## config.mk

```make
export PLATFORM = sky130hd
export DESIGN_NAME = operand_fetch_stage
export DESIGN_NICKNAME = d
export VERILOG_FILES = /design/src/rtl/operand_fetch_stage.sv
export SDC_FILE = /design/constraint.sdc
export NUM_CORES = 1
export LEC_CHECK = 0
export ABC_CLOCK_PERIOD_IN_PS = 1800
export CELL_PAD_IN_SITES_DETAIL_PLACEMENT = 0
export CELL_PAD_IN_SITES_GLOBAL_PLACEMENT = 2
export CORE_MARGIN = 4
export CORE_UTILIZATION = 35
export CTS_CLUSTER_SIZE = 30
export DETAILED_ROUTE_END_ITERATION = 6
export GPL_TIMING_DRIVEN = 1
export HOLD_SLACK_MARGIN = 0.15
export MAX_ROUTING_LAYER = met4
export PLACE_DENSITY = 0.9
export SYNTH_ARGS = -nofsm -noshare
export SYNTH_HDL_FRONTEND = slang
export SYNTH_SLANG_ARGS = --single-unit
```

## constraint.sdc

```tcl
create_clock -name clk -period 1.8 [get_ports clk]
set_input_delay 0.18 -clock clk [delete_from_list [all_inputs] [get_ports clk]]
set_output_delay 0.18 -clock clk [all_outputs]
set_load 0.03 [all_outputs]
```

## src/rtl/operand_fetch_stage.sv

```systemverilog
// Operand-fetch stage: 8x16 register file, sequential A/B operand reads, valid/ready hand-off to the shifter.
// Build option: define OPERAND_BYPASS_EN to forward a same-cycle register write into the operand being read.
module operand_fetch_stage #(
    parameter int unsigned DATA_W = 16,
    parameter int unsigned NREGS  = 8,
    parameter int unsigned AW     = 3
) (
    input  logic              clk,
    input  logic              reset,
    input  logic              in_valid,
    output logic              in_ready,
    input  logic [AW-1:0]     rn,
    input  logic [AW-1:0]     rm,
    input  logic [1:0]        shift_in,
    input  logic              w_en,
    input  logic [AW-1:0]     w_num,
    input  logic [DATA_W-1:0] w_data,
    output logic              out_valid,
    input  logic              out_ready,
    output logic [DATA_W-1:0] a_out,
    output logic [DATA_W-1:0] b_out,
    output logic [1:0]        shift_out
);

    typedef enum logic [1:0] {
        IDLE   = 2'd0,
        READ_A = 2'd1,
        READ_B = 2'd2,
        VALID  = 2'd3
    } state_e;

    state_e                       state_q, state_d;
    logic [NREGS-1:0][DATA_W-1:0] regs_q, regs_d;
    logic [AW-1:0]                rn_q, rn_d;
    logic [AW-1:0]                rm_q, rm_d;
    logic [1:0]                   req_shift_q, req_shift_d;
    logic [DATA_W-1:0]            a_q, a_d;
    logic [DATA_W-1:0]            b_q, b_d;
    logic [1:0]                   shift_out_q, shift_out_d;
    logic                         out_valid_q, out_valid_d;
    logic [DATA_W-1:0]            rd_a_c, rd_b_c;

    // State register
    always_ff @(posedge clk) begin
        if (reset) begin
            state_q <= IDLE;
        end else begin
            state_q <= state_d;
        end
    end

    // Next-state logic: fixed four-cycle walk, holding in VALID under backpressure
    always_comb begin
        state_d = state_q;
        case (state_q)
            IDLE:    if (in_valid) state_d = READ_A;
            READ_A:  state_d = READ_B;
            READ_B:  state_d = VALID;
            VALID:   if (out_ready) state_d = IDLE;
            default: state_d = IDLE;
        endcase
    end

    // Register-file read ports; the forwarding path exists only in the bypass build
    always_comb begin
        rd_a_c = regs_q[rn_q];
        rd_b_c = regs_q[rm_q];
`ifdef OPERAND_BYPASS_EN
        if (w_en && (w_num == rn_q)) rd_a_c = w_data;
        if (w_en && (w_num == rm_q)) rd_b_c = w_data;
`endif
    end

    // Output / datapath logic driven by the current state
    always_comb begin
        rn_d        = rn_q;
        rm_d        = rm_q;
        req_shift_d = req_shift_q;
        a_d         = a_q;
        b_d         = b_q;
        shift_out_d = shift_out_q;
        out_valid_d = (state_d == VALID);
        case (state_q)
            IDLE: begin
                if (in_valid) begin
                    rn_d        = rn;
                    rm_d        = rm;
                    req_shift_d = shift_in;
                end
            end
            READ_A: a_d = rd_a_c;
            READ_B: begin
                b_d         = rd_b_c;
                shift_out_d = req_shift_q;
            end
            default: ;
        endcase
    end

    // Register-file write port, legal in every state
    always_comb begin
        regs_d = regs_q;
        if (w_en) regs_d[w_num] = w_data;
    end

    // Datapath flops; reset wins over a simultaneous write
    always_ff @(posedge clk) begin
        if (reset) begin
            regs_q      <= '0;
            rn_q        <= '0;
            rm_q        <= '0;
            req_shift_q <= 2'b00;
            a_q         <= '0;
            b_q         <= '0;
            shift_out_q <= 2'b00;
            out_valid_q <= 1'b0;
        end else begin
            regs_q      <= regs_d;
            rn_q        <= rn_d;
            rm_q        <= rm_d;
            req_shift_q <= req_shift_d;
            a_q         <= a_d;
            b_q         <= b_d;
            shift_out_q <= shift_out_d;
            out_valid_q <= out_valid_d;
        end
    end

    assign in_ready  = (state_q == IDLE);
    assign out_valid = out_valid_q;
    assign a_out     = a_q;
    assign b_out     = b_q;
    assign shift_out = shift_out_q;

endmodule

```

==> out/metrics.csv, run 1 <==
metric;value;unit
largest net degree at the start of global routing;45;
reg2reg start;rn_q[0];
worst-path maximum fanout;2;
RSZ-0062 raised after global routing;no;
DR DRC count;0;
CP startpoint kind;register;
CP max-delay cell;clkdlybuf4s50_1;
total power divided by cell area;1000;nW/um2
synth unique cells;26;
Layout area overhead;23.8;%
detailed-placement wirelength estimate;17100;um
R2R cell count;5;
Yosys reg bits;173;
Min Clock Period, post-route;1.65;ns
Psw;2990;uW
sequential share of power;41.5;%
root buffer cell;clkbuf_16;
Post-Syn Area;8160;um2
critical path endpoint category;output pin;
Stages on worst setup path;1;
clk slew on worst S/H paths;0.06;ns
R2R setup slack;0.20;ns
Leakage;0.00331;uW
I/O pin count;68;
max-cap viol count;0;
Syn Inst Count;1010;
Worst Setup EP;b_out[11];
die height;161;um
hold slack;0.230;ns
Num CTS Buffers;17;
CTS sink count;173;
wire length of the first global-routing pass;40000;um
WP buf/inv;1;
part of the cycle the worst path needs;91.5;%
Final Routed Wirelength;25900;um
slew margin rel.;65.1;%
Via density;5.23;
fraction of layout cells with a size suffix above 1;9.41;%
synthesized net count;1042;
initial antenna violation count;0;
Syn Area/Cell;8.08;um2
FP Rows;55;
logic gate share of total power;21.1;%
CTS tree;yes;
Worst EP arrival;1.47;ns
initial DRC count;592;
Syn. warnings;0;
GRT Util Overall;20.3;%
peak supply drop;548;uV
antenna fix cells;0;
outcome;completed;
slowest stage delay, CP;0.69;ns
Fmax achieved;607;MHz
Pint;7140;uW
Vias;7247;
GPL Wtd Cong;0.813;
Worst Skew;0.00694;ns
CP top delay family;buffers and inverters;
Starting Density;35.8;%
GRT overflow;0;
worst-margin pin slew;0.524;ns
port bufs;67;
Die X;161;um
worst min path class;in2reg;
core region area;22800;um2
final net count;1092;
final setup violation count;0;
full die area;25800;um2
worst path cell trace;clkdlybuf4s50_1;
worst-skew pair later-pin latency;0.44;ns
Critical Path Source;b_out[11];
switching fraction of total power;29.5;%
DRT Pass-1 Iters;5;
Antenna Violating Nets Remaining;0;
H-tree levels;4;
reg-to-reg endpoint;a_out[9];
final hold vios;0;
post-route setup TNS;0;ns
vias in the first global route;6880;
CP required;1.62;ns
Longest Clk Path Bufs;2;
sequential area share after synthesis;42.4;%
Setup Buffers After CTS;0;
Slew Viols, Final;0;
WL/cell;18.7;um
crit path kind;reg2out;
total power;10100;uW
clock network power share;37.4;%
==> cell usage after synthesis <==
| library cell | number | area (um2) |
|---|---|---|
| a21oi_1 | 170 | 851 |
| a22oi_1 | 64 | 480 |
| and2_1 | 3 | 18.8 |
| and2b_1 | 1 | 7.51 |
| buf_1 | 2 | 7.51 |
| buf_2 | 37 | 185 |
| buf_4 | 17 | 128 |
| clkbuf_1 | 34 | 128 |
| dfxtp_1 | 173 | 3460 |
| inv_1 | 1 | 3.75 |
| mux2i_1 | 128 | 1280 |
| nand2_1 | 279 | 1050 |
| nand2_2 | 3 | 18.8 |
| nand2_4 | 1 | 11.3 |
| nand2b_1 | 4 | 25.0 |
| nand2b_4 | 1 | 13.8 |
| nand3_1 | 3 | 15.0 |
| nand3_2 | 1 | 10.0 |
| nand3b_1 | 1 | 7.51 |
| nand4_1 | 1 | 6.26 |
| nor2_1 | 36 | 135 |
| nor2_4 | 6 | 67.6 |
| nor2b_1 | 8 | 50.1 |
| nor3_1 | 32 | 160 |
| nor3_4 | 2 | 32.5 |
| o21ai_0 | 2 | 10.0 |
==> through the flow <==
| stage | std cells | util [%] | cell area (um2) | setup slack [ns] |
|---|---|---|---|---|
| 4_1_cts | 1386 | 44.4 | 10100 | 0.118 |
| 3_5_place_dp | 1354 | 41.7 | 9500 | 0.0850 |
| 3_3_place_gp | 1354 | 41.7 | 9500 | 0.106 |
| 5_1_grt | 1386 | 44.4 | 10100 | 0.107 |
| 2_1_floorplan | 1010 | - | 8160 | 0.336 |
| 6_report | 1386 | 44.4 | 10100 | 0.152 |
==> layer usage <==
metal	track usage, %	wire [um]	vias to the layer above
met4	5.85	421	0
met5	-	0	-
met2	30.3	11300	206
met1	28.8	12800	3453
li1	-	-	3556
met3	3.00	1430	32
==> state kept, by name (all words and copies together) (netlist names) <==
name / flops
b_out: 16
a_out: 16
shift_out: 2
regs_q: 128
rm_q: 3
state_q: 2
req_shift_q: 2
out_valid: 1
rn_q: 3
==> cell usage in the layout (no fill, tap or decap), drive strengths merged, types with 3 or more instances in the layout <==
cell type / synthesis / layout
nand2: 283 / 283
dfxtp: 173 / 173
a21oi: 170 / 170
mux2i: 128 / 128
clkdlybuf4s50: 0 / 65
a22oi: 64 / 64
buf: 56 / 55
nor2: 42 / 42
nor3: 34 / 34
clkbuf: 34 / 24
nor2b: 8 / 8
nand2b: 5 / 5
nand3: 4 / 4
and2: 3 / 3
clkinvlp: 0 / 3
==> power by group through the flow <==
stage,clock (uW),sequential (uW),combinational [uW]
6_report,3790,4210,2140
3_3_place_gp,0,4290,2120
3_5_place_dp,0,4290,2130
5_1_grt,3990,4240,2280
2_1_floorplan,0,4480,1060
4_1_cts,3840,4210,2130
==> kinds of logic after synthesis <==
| group | synth area share [%] |
|---|---|
| AOI/OAI and AO/OA | 16.4 |
| buffers and inverters | 5.53 |
| DFF | 42.4 |
| muxes | 15.7 |
| and+or+nand+nor | 19.9 |
==> how the worst min path moves through the flow <==
stage	from	end	slack, ns	cells after the start
5_1_grt	reset	rm_q[2]	0.25	2
3_5_place_dp	shift_out[1]	shift_out[1]	0.45	2
6_report	reset	req_shift_q[1]	0.23	2
4_1_cts	reset	shift_out[0]	0.22	2
3_3_place_gp	shift_out[1]	shift_out[1]	0.44	2
2_1_floorplan	shift_in[0]	req_shift_q[0]	0.32	2
==> what timing repair did <==
action	in CTS	in global routing
hold buffers	0	0
endpoints found under the setup margin	1	0
resized for setup	1	0
==> cell type report <==
type | count | area, um2
Clock buffer | 24 | 502
Clock inverter | 8 | 105
Fill cell | 2295 | 12700
Inverter | 1 | 3.75
Multi-Input combinational cell | 746 | 4250
Sequential cell | 173 | 3470
Tap cell | 313 | 392
Timing Repair Buffer | 121 | 1390
(Power assumes the default switching activity.)
==> run 2, diff against run 1 <==
ABC_CLOCK_PERIOD_IN_PS = 1400   (was 1800)
CORE_UTILIZATION = 31   (was 35)
PLACE_DENSITY = 0.85   (was 0.9)
TNS_END_PERCENT = 50   (was unset)
clock period = 1.4 ns   (was 1.8 ns; I/O delays follow)
==> run 2 against run 1 <==
  * The flow now finishes with violations (negative setup slack)
  * Wire length grew 4.4%
  * Highest routed layer unchanged
  * Via count grew 2.0%
  * Worst setup slack lost 0.27 ns
  * Non-clock buffer count grew 51
==> out/metrics.csv, run 2 (synthesis gave the netlist of run 1 again) <==
metric;value;unit
Num CTS Buffers;17;
vias in the first global route;6860;
dpl cell area;9870;um2
total power divided by cell area;1230;nW/um2
Antenna Violating Nets Remaining;0;
Longest Clk Path Bufs;2;
Starting Density;31.4;%
R2R cell count;7;
Largest register FFs;128;
CP required;1.72;ns
initial DRC count;606;
Min Clock Period, post-route;1.51;ns
final hold vios;0;
Reg with most FFs;regs_q;
register area;3470;um2
Die X;170;um
Vias;7390;
worst-path maximum fanout;9;
CP startpoint kind;register;
final setup violation count;22;
R2R setup slack;-0.11;ns
full die area;29000;um2
worst min path class;in2reg;
Worst EP arrival;1.83;ns
commonest non-fill, non-tap cell in the layout;nand2_1;
fin cells;1458;
RSZ-0062 raised after global routing;yes;
peak supply drop;940;uV
I/O pin count;68;
Slew Viols, Final;0;
failing checks;negative setup slack;
clk slew on worst S/H paths;0.06;ns
FP Rows;59;
CP max-delay cell;dfxtp_4;
Final Util;41.8;%
CTS sink count;173;
cell mode on critical path;buf_4;
Worst Skew;0.0106;ns
multi-input logic area;4430;um2
DRT Pass-1 Iters;5;
Leakage;0.00380;uW
core region area;26000;um2
Via density;5.07;
Fmax achieved;660;MHz
worst path cell trace;buf_4 -> buf_12 -> mux2i_1 -> a22oi_1 -> a21oi_1 -> buf_4 -> nor3_2;
final net count;1143;
worst-skew pair later-pin latency;0.43;ns
slowest stage delay, CP;0.40;ns
H-tree levels;4;
detailed-placement wirelength estimate;17800;um
GRT Util Overall;18.4;%
post-route setup TNS;-0.993;ns
initial antenna violation count;0;
most frequent cells in the layout;nand2_1 (279), dfxtp_1 (170), a21oi_1 (156), mux2i_1 (118), buf_4 (61);
final worst slack;-0.115;ns
fillcell total;2654;
slew margin rel.;72.6;%
GRT overflow;0;
max-cap viol count;0;
Worst Setup EP;a_out[4];
CTS tree;yes;
reg2reg start;rn_q[0];
placed cell count;1406;
part of the cycle the worst path needs;108;%
Final Routed Wirelength;27100;um
fraction of layout cells with a size suffix above 1;17.5;%
worst-margin pin slew;0.410;ns
antenna fix cells;0;
die height;170;um
wire length of the first global-routing pass;40000;um
fin area;10900;um2
reg-to-reg endpoint;a_out[4];
largest net degree at the start of global routing;44;
Critical Path Source;rn_q[0];
DR DRC count;0;
outcome;finished with violations;
port bufs;67;
root buffer cell;clkbuf_16;
GPL Wtd Cong;0.805;
critical path endpoint category;register;
crit path kind;reg2reg;
Layout area overhead;33.0;%
WL/cell;18.6;um
## run 2: cell types whose count changed in the layout (fill, tap and decap cells not counted), sizes merged
cell and change:
dlygate4sd2 +34, dlygate4sd3 +1, clkdlybuf4s50 -35, clkinvlp -1, buf +46, clkinv +1
clkbuf +4
## run 2: how the worst min path moves through the flow
| stage | cells after the start | startpoint | to | slack [ns] |
|---|---|---|---|---|
| 4_1_cts | 3 | rn[2] | rn_q[2] | 0.26 |
| 3_5_place_dp | 2 | req_shift_q[1] | shift_out[1] | 0.45 |
| 3_3_place_gp | 2 | req_shift_q[1] | shift_out[1] | 0.44 |
| 5_1_grt | 3 | rn[2] | rn_q[2] | 0.28 |
| 2_1_floorplan | 2 | shift_in[0] | req_shift_q[0] | 0.28 |
| 6_report | 3 | rn[2] | rn_q[2] | 0.26 |
## run 2: what timing repair did
action / in CTS / in global routing
gates cloned: 0 / 5
setup buffers: 0 / 15
endpoints found under the hold margin: 15 / 0
resized for setup: 49 / 43
endpoints found under the setup margin: 50 / 31
pin swaps: 7 / 11
hold buffers: 1 / 0
## run 2: area by class of cell
| cell class | count | share of cell area, % |
|---|---|---|
| clock buffer | 23 | 4.31 |
| clock inverter | 8 | 1.01 |
| multi-input combinational | 746 | 40.8 |
| tap | 335 | 3.86 |
| timing repair buffer | 172 | 18.0 |
| inverter | 1 | 0.0346 |
| sequential | 173 | 32.0 |
## run 2: metrics by stage
| step | power [uW] | setup slack [ns] | hold slack [ns] |
|---|---|---|---|
| 6_report | 13300 | -0.115 | 0.260 |
| 5_1_grt | 13800 | -0.144 | 0.281 |
| 4_1_cts | 13100 | -0.0887 | 0.263 |
| 3_5_place_dp | 8490 | -0.205 | 0.450 |
| 3_3_place_gp | 8480 | -0.168 | 0.442 |
| 2_1_floorplan | 7130 | 0.0860 | 0.276 |
## run 2: where the power goes
part / internal, uW / switching, uW / total, uW / leakage [uW]
Combinational: 1340 / 1830 / 3170 / 0.00212
Clock: 2730 / 2020 / 4750 / 0.000274
Sequential: 5200 / 191 / 5390 / 0.00141
Total: 9270 / 4040 / 13300 / 0.00380
## run 2: layer usage
metal	track usage [%]	share of wire (%)	routed length, um
met5	-	0	0
met4	4.62	1.3	357
met3	2.30	5.8	1560
met2	27.2	44	11800
met1	26.6	49	13400
## run 2: critical path, delay by kind of cell, from the launching register on
family | cells | cell delay (ns)
flops | 1 | 0.40
compound gates | 2 | 0.30
buf+inv | 3 | 0.47
mux | 1 | 0.19
simple gates | 1 | 0.03
